[src/rtl/mem_lsu.sv]
// MEM-stage load/store unit: accepts one op over valid/ready, runs a req/ack bus
// transfer with byte-lane steering and load extension, and reports alignment/timeout errors.
module mem_lsu #(
    parameter int DATA_W     = 32,
    parameter int ADDR_W     = 32,
    parameter int BIG_ENDIAN = 1,
    parameter int TIMEOUT    = 16
) (
    input  logic                clk,
    input  logic                rst,
    input  logic                req_valid,
    output logic                req_ready,
    input  logic                req_we,
    input  logic [1:0]          req_size,
    input  logic                req_signed,
    input  logic [ADDR_W-1:0]   req_addr,
    input  logic [DATA_W-1:0]   req_wdata,
    input  logic [4:0]          req_wd,
    input  logic                flush,
    output logic                stall_o,
    output logic                resp_valid,
    output logic                resp_wreg,
    output logic [4:0]          resp_wd,
    output logic [DATA_W-1:0]   resp_rdata,
    output logic [1:0]          resp_err,
    output logic                bus_req,
    output logic                bus_we,
    output logic [ADDR_W-1:0]   bus_addr,
    output logic [DATA_W/8-1:0] bus_sel,
    output logic [DATA_W-1:0]   bus_wdata,
    input  logic                bus_ack,
    input  logic [DATA_W-1:0]   bus_rdata
);
    localparam int NB    = DATA_W / 8;
    localparam int OFF_W = $clog2(NB);
    localparam int CNT_W = $clog2(TIMEOUT + 2);

    typedef enum logic [1:0] {IDLE, BUSY, RESP} state_t;
    state_t state, state_next;

    logic [CNT_W-1:0]  cnt;
    logic              accept, timeout_hit, flushed, bad_op;
    logic              we_r, signed_r, msb;
    logic [1:0]        size_r;
    logic [OFF_W-1:0]  base_r;
    logic [NB-1:0]     sel_new;
    logic [DATA_W-1:0] wdata_new, shifted, load_data;
    int                n_bytes, off_i, base_i;

    assign req_ready   = (state == IDLE) & ~rst;
    assign accept      = req_valid & req_ready & ~flush;
    assign stall_o     = (state == BUSY) | accept;
    assign bus_req     = (state == BUSY);
    assign resp_valid  = (state == RESP) & ~flushed & ~flush;
    assign resp_wreg   = resp_valid & ~we_r & (resp_err == 2'b00);
    assign bus_we      = we_r;
    assign timeout_hit = (TIMEOUT != 0) && (cnt == CNT_W'(TIMEOUT - 1));

    // Lane base: big-endian puts offset 0 in the most significant lane.
    always_comb begin
        n_bytes   = 1 << req_size;
        off_i     = int'(req_addr[OFF_W-1:0]);
        base_i    = (BIG_ENDIAN != 0) ? (NB - n_bytes - off_i) : off_i;
        bad_op    = ((off_i & (n_bytes - 1)) != 0) || (req_size == 2'd3 && DATA_W == 32);
        sel_new   = NB'(((1 << n_bytes) - 1) << base_i);
        wdata_new = '0;
        for (int i = 0; i < NB; i++)
            wdata_new[i*8 +: 8] = req_wdata[(i & (n_bytes - 1))*8 +: 8];
    end

    always_comb begin
        shifted   = bus_rdata >> {base_r, 3'b000};
        load_data = '0;
        case (size_r)
            2'd0:    msb = shifted[7];
            2'd1:    msb = shifted[15];
            2'd2:    msb = shifted[31];
            default: msb = shifted[DATA_W-1];
        endcase
        for (int j = 0; j < DATA_W; j++)
            load_data[j] = (j < (8 << size_r)) ? shifted[j] : (signed_r & msb);
    end

    always_ff @(posedge clk or posedge rst) begin
        if (rst) state <= IDLE;
        else     state <= state_next;
    end

    // An ack wins over a timeout landing in the same cycle.
    always_comb begin
        state_next = state;
        case (state)
            IDLE: if (accept) state_next = bad_op ? RESP : BUSY;
            BUSY: if (bus_ack || timeout_hit) state_next = RESP;
            RESP: state_next = IDLE;
            default: state_next = IDLE;
        endcase
    end

    always_ff @(posedge clk or posedge rst) begin
        if (rst) begin
            cnt <= '0; flushed <= 1'b0; we_r <= 1'b0; signed_r <= 1'b0;
            size_r <= '0; base_r <= '0; bus_addr <= '0; bus_sel <= '0;
            bus_wdata <= '0; resp_wd <= '0; resp_rdata <= '0; resp_err <= '0;
        end else if (accept) begin
            cnt        <= '0;
            flushed    <= 1'b0;
            we_r       <= req_we;
            signed_r   <= req_signed;
            size_r     <= req_size;
            base_r     <= OFF_W'(base_i);
            bus_addr   <= {req_addr[ADDR_W-1:OFF_W], {OFF_W{1'b0}}};
            bus_sel    <= sel_new;
            bus_wdata  <= wdata_new;
            resp_wd    <= req_wd;
            resp_rdata <= '0;
            resp_err   <= bad_op ? 2'b01 : 2'b00;
        end else if (state == BUSY) begin
            cnt <= cnt + 1'b1;
            if (flush) flushed <= 1'b1;
            if (bus_ack) begin
                if (!we_r) resp_rdata <= load_data;
            end else if (timeout_hit) begin
                resp_err <= 2'b10;
            end
        end
    end
endmodule

[config.mk]
export PLATFORM = sky130hd
export DESIGN_NAME = mem_lsu
export DESIGN_NICKNAME = d
export VERILOG_FILES = /design/src/rtl/mem_lsu.sv
export SDC_FILE = /design/constraint.sdc
export NUM_CORES = 1
export LEC_CHECK = 0
export ABC_AREA = 1
export CAP_MARGIN = 20
export CORE_UTILIZATION = 40
export CTS_CLUSTER_SIZE = 12
export DETAILED_ROUTE_END_ITERATION = 8
export PLACE_DENSITY = 0.82
export SLEW_MARGIN = 25
export SYNTH_ARGS = -nofsm -noshare
export SYNTH_HDL_FRONTEND = slang
export SYNTH_SLANG_ARGS = --single-unit
[constraint.sdc]
create_clock -name clk -period 8.6 [get_ports clk]
set_input_delay 1.72 -clock clk [delete_from_list [all_inputs] [get_ports clk]]
set_output_delay 1.72 -clock clk [all_outputs]
set_load 0.1 [all_outputs]
## Word level (Yosys, flattened, before mapping)

Index checks and enable logic that the tools add are counted.

| storage, ports and cells | value |
|---|---|
| word-level logic and storage cells | 146 |
| flip-flop bits (word level) | 119 |
| input port bits | 110 |

| cells by class | value |
|---|---|
| $lt $le $gt $ge | 32 |
| reductions and logical operators | 14 |
| add/subtract/negate cells | 5 |
| equal/unequal tests | 9 |
| muxes and demuxes | 51 |
| bitwise gates (word level) | 14 |
| shift-type cells | 8 |

Operator list:

| kind | count |
|---|---|
| less-than comparator 6 x 32 -> 1 bit, first input constant | 16 |
| less-than comparator 5 x 32 -> 1 bit, first input constant | 8 |
| less-than comparator 4 x 32 -> 1 bit, first input constant | 4 |
| 2-to-1 mux 32 bit | 4 |
| less-than comparator 3 x 32 -> 1 bit, first input constant | 2 |
| indexed part select 32 x 6 -> 8 bit | 2 |
| subtractor 32 x 2 -> 32 bit, second input constant | 2 |
| 2-to-1 mux 1 bit | 36 |
| bitwise AND 3 x 32 -> 32 bit | 1 |
| less-than comparator 1 x 32 -> 1 bit, first input constant | 1 |
| less-than comparator 2 x 32 -> 1 bit, first input constant | 1 |
| nonzero test 32 bit | 1 |
| indexed part select 32 x 5 -> 8 bit | 1 |
| << shifter 1 x 2 -> 32 bit, first input constant | 1 |
| << shifter 1 x 32 -> 32 bit, first input constant | 1 |
| << shifter 32 x 32 -> 4 bit | 1 |
| << shifter 4 x 2 -> 32 bit, first input constant | 1 |
| right shift 32 x 5 -> 32 bit | 1 |
| subtractor 32 x 3 -> 32 bit | 1 |
| subtractor 4 x 32 -> 32 bit, first input constant | 1 |
| 2-to-1 mux 2 bit | 7 |
| 2-to-1 mux 5 bit | 2 |
| bitwise AND 1 bit | 8 |
| nonzero test 2 bit | 4 |
| 14 further kinds | 26 |

## Longest topological paths before layout

| depth | value |
|---|---|
| word-level depth | 8 |
| mapped depth | 17 |
| depth with buffers taken out | 16 |

## Worst setup path before layout

Ideal clock, no wire load.

| timing | value |
|---|---|
| path type | input-to-output |
| start | in flush |
| end | out resp_wreg |
| arrival | 4.712 ns |
| data required time | 6.880 ns |
| setup slack | 2.168 ns |
| buffers on the path | 0 |
| cell stages on the path | 3 |
| cell sequence | nor2_1 nand3_1 nor4_1 |

| between the ends | value |
|---|---|
| cells in the longest elaborated chain, start to end | 4 |

RTL lines:

| item | line | source |
|---|---|---|
| start: declaration | 19 | `input logic flush,` |
| inverter 1 bit | 54 | `assign resp_valid = (state == RESP) & ~flushed & ~flush;` |
| bitwise AND 1 bit | 54 |  |
| bitwise AND 1 bit (2 in a row) | 55 | `assign resp_wreg = resp_valid & ~we_r & (resp_err == 2'b00);` |
| end: declaration | 22 | `output logic resp_wreg,` |

No other way between the ends.

## Final worst setup path

| timing | value |
|---|---|
| start | in req_valid |
| end | out stall_o |

| between the ends | value |
|---|---|
| cells in the longest elaborated chain, start to end | 3 |

RTL lines:

| item | line | source |
|---|---|---|
| start: declaration | 11 | `input logic req_valid,` |
| bitwise AND 1 bit (2 in a row) | 51 | `assign accept = req_valid & req_ready & ~flush;` |
| bitwise OR 1 bit | 52 | `assign stall_o = (state == BUSY) \| accept;` |
| end: declaration | 20 | `output logic stall_o,` |

No other way between the ends.

==> qor.csv <==
stage,metric,value,unit
yosys,Syn. warnings,0,
pwr,combinational share of power,47.9,%
critical_path,"Max FO, Critical Path",69,
global_routing,antenna violations before repair,0,
final_layout,Total Nets Final,1095,
min_path,Hold Crit Class,flop to flop,
global_routing,largest net degree at the start of global routing,96,
sta,Rel. slew slack,29.0,%
yosys,register bit total from synthesis,119,
pwr,P per Cell Area,329,nW/µm²
min_path,WHS Path Cells,2,
global_routing,Total Routing Usage GR,24.4,%
sta,final setup margin,2.39,ns
sta,RSZ-0062 raised after global routing,no,
pwr,Power Internal,1.49,mW
run,Max-Cap Viols,0,
clocking,clk slew on worst S/H paths,0.05,ns
critical_path,Worst Setup End Kind,primary output,
clocking,Post-CTS Setup Inserts,0,
detailed_routing,Remaining DRCs,0,
sta,final setup violation count,0,
global_routing,GR met1 Demand/Resource,29.7,%
pwr,Switching Fraction,48.7,%
final_layout,layout cells sized above 1,5.38,%
die,Die ar.,15500,µm²
die,I/O pin count,223,
critical_path,cell family with most CP delay,buffers and inverters,
pwr,Seq pwr share,26.4,%
placement,PortBufs,220,
detailed_routing,vias per cell,5.10,
critical_path,worst-path cell chain,clkdlybuf4s50_1 -> inv_1 -> nor2_1 -> nand2_4 -> inv_2 -> buf_4 -> nor2_1 -> inv_1 -> clkdlybuf4s50_1,
global_routing,total gr overflow,0,
sta,final period utilization,72.2,%
global_routing,GR met3 Demand/Resource,8.25,%
placement,Post-DP HPWL,12.6,mm
clocking,Clock Latency Late Sink,0.41,ns
clocking,CTS tree,done,
final_layout,ant diodes,0,
final_layout,final instance area,8830,µm²
critical_path,worst stage delay on the critical path,1.12,ns
clocking,Clock Path Buffers,2,
detailed_routing,final wirelength,18.3,mm
clocking,Hold Buf Count CTS,0,
critical_path,Critical Path RT,6.88,ns
clocking,Clock Sinks,119,
final_layout,"commonest non-fill, non-tap cell in the layout",nand2_1,
critical_path,critical path depth in cells,9,
yosys,Synth Area in Simple Gates,31.0,%
sta,Slew Limit Fails,0,
critical_path,worst path bufs/invs,6,
final_layout,fin cells,1169,
global_routing,gr busiest metal,met2,
pwr,Tot Pwr,2.90,mW
clocking,Inserted Clock Buffers,17,
die,Die Y,125,µm
placement,Post-Place Cell Area,8210,µm²
critical_path,Setup Crit Path Kind,input port to primary output,
placement,gpl congestion,0.886,
die,Die X,125,µm
yosys,"FFs w/ async S/R, synth",100,%
detailed_routing,Antenna Nets Post-Route,0,
sta,fmax,0.161,GHz
critical_path,Slowest cell on crit path,clkdlybuf4s50_1,
final_layout,fillers,1268,
yosys,dominant synthesized flop cell,dfrtp_1,
sta,Tmin final,6.21,ns
yosys,cell area after synthesis,6010,µm²
yosys,Synth Area in XOR/XNOR,0.146,%
yosys,Post-synth EDFFs,0,
yosys,post-synthesis mux area share,0,%
yosys,Avg Inst Size Synth,7.76,µm²
yosys,post-synth top area share,49.6,%
yosys,largest cells by area after synthesis,"dfrtp_1 (50%), nand2_1 (21%), nand3_1 (4.7%), o21ai_0 (3.4%), inv_1 (2.6%)",
yosys,Synth cell types,37,
clocking,CTS resizes,0,
die,Core Area,14600,µm²
die,# rows,44,
yosys,leading area contributor after synthesis,dfrtp_1,
final_layout,"commonest non-fill, non-tap cells in the layout","nand2_1 (338), clkdlybuf4s50_1 (220), dfrtp_1 (119), nand3_1 (56), o21ai_0 (41)",
global_routing,first-pass GRT wire length,30.0,mm
detailed_routing,routed len/inst,15.6,µm
global_routing,vias in the first global route,5932,
critical_path,Worst R2R Path Depth,9,
detailed_routing,vias,5957,
sta,Layout Skew,0.0103,ns
final_layout,P&R area growth vs syn,47.0,%
detailed_routing,initial DRC count,406,
yosys,sequential fraction of the synthesis area,49.6,%
clocking,number of H-tree levels,4,
pwr,Clk pwr share,25.7,%
yosys,Synth Area in Adders,2.83,%
clocking,root buf cell,clkbuf_16,
detailed_routing,TritonRoute pass-1 iters,5,
final_layout,Finished Core Util,60.5,%
sta,final hold slack,0.477,ns
yosys,largest family of logic cells by synthesized area,simple AND/OR/NAND/NOR gates,
pwr,Peak supply drop,0.207,mV
global_routing,met2 usage,39.9,%
pwr,Psw,1.41,mW
placement,Placed Instances,1137,
critical_path,startpoint types,input port,
yosys,post-synthesis compound-gate area fraction,9.13,%
sta,Tightest Pin Transition,1.06,ns
sta,Fin Setup TNS,0,ns
yosys,Post-Synthesis Cells,774,
die,starting density of the core,41.2,%
pwr,leakage power,4.27,nW
placement,Place WS,2.41,ns
sta,Fin. Hold Viols,0,
critical_path,Worst Path Arrival,4.49,ns
status,outcome,finished clean,
-- registers in the layout (all words and copies together), names as in the netlist --
name,count
resp_rdata,32
bus_wdata,32
bus_we,1
bus_addr,30
cnt,5
base_r,2
signed_r,1
size_r,2
state,2
resp_err,2
bus_sel,4
flushed,1
resp_wd,5
-- Yosys cell counts, types with 6 or more instances --
| cell | count |
|---|---|
| a21oi_2 | 6 |
| clkbuf_1 | 8 |
| o21ai_1 | 7 |
| buf_2 | 24 |
| nor2_1 | 40 |
| buf_4 | 6 |
| a21oi_1 | 21 |
| nand2_1 | 338 |
| dfrtp_1 | 119 |
| ha_1 | 12 |
| o21ai_0 | 41 |
| nor3_1 | 8 |
| inv_1 | 41 |
| o211ai_1 | 12 |
| buf_6 | 6 |
| nand3_1 | 56 |
-- cell families (layout without fill, tap and decap cells) --
group,after synthesis,count (layout)
DFF,119,119
xor gates and xnor gates,1,1
AOI/OAI and AO/OA,95,95
adders and majority gates,13,13
buffers and inverters,90,300
other,1,2
and+or+nand+nor,455,455
-- path summary, 6_finish.rpt --
path,end,slack [ns],from
min reg2reg,bus_wdata[24]$_DFFE_PP0P_,0.48,bus_wdata[24]$_DFFE_PP0P_
min in group asynchronous,cnt[1]$_DFFE_PP0P_,1.77,rst
min,bus_wdata[24]$_DFFE_PP0P_,0.48,bus_wdata[24]$_DFFE_PP0P_
max reg2reg,resp_rdata[8]$_DFFE_PP0P_,6.17,base_r[0]$_DFFE_PP0P_
max,stall_o,2.39,req_valid
max in group asynchronous,bus_addr[8]$_DFFE_PP0P_,5.73,rst
-- routing by layer --
layer  vias to the layer above  part of all wire, %
met5                         -                    0
met3                        33                  9.0
li1                       2852                    -
met1                      2797                   41
met2                       275                   47
met4                         0                  2.4
-- worst min-delay path, cell delays in order (launching register included) --
cell and delay, ns:
dfrtp_1 0.34, nand2_1 0.05, nand2_1 0.05
-- final cells by class --
class / instances / area [µm²] / area share (%)
timing repair buffer: 223 / 2230 / 25.2
tap: 184 / 230 / 2.61
clock inverter: 11 / 171 / 1.94
clock buffer: 21 / 450 / 5.10
sequential: 119 / 2980 / 33.7
multi-input combinational: 566 / 2600 / 29.4
inverter: 45 / 174 / 1.97
-- power by group through the flow --
| stage | logic (mW) | clock network [mW] | registers (mW) |
|---|---|---|---|
| after floorplan | 0.293 | 0 | 1.52 |
| after global routing | 1.45 | 0.792 | 0.782 |
| after detailed placement | 1.39 | 0 | 0.770 |
| after global placement | 1.38 | 0 | 0.768 |
| after CTS | 1.39 | 0.762 | 0.765 |
| final | 1.39 | 0.748 | 0.766 |
No activity file was read; power rests on OpenSTA's default activity.
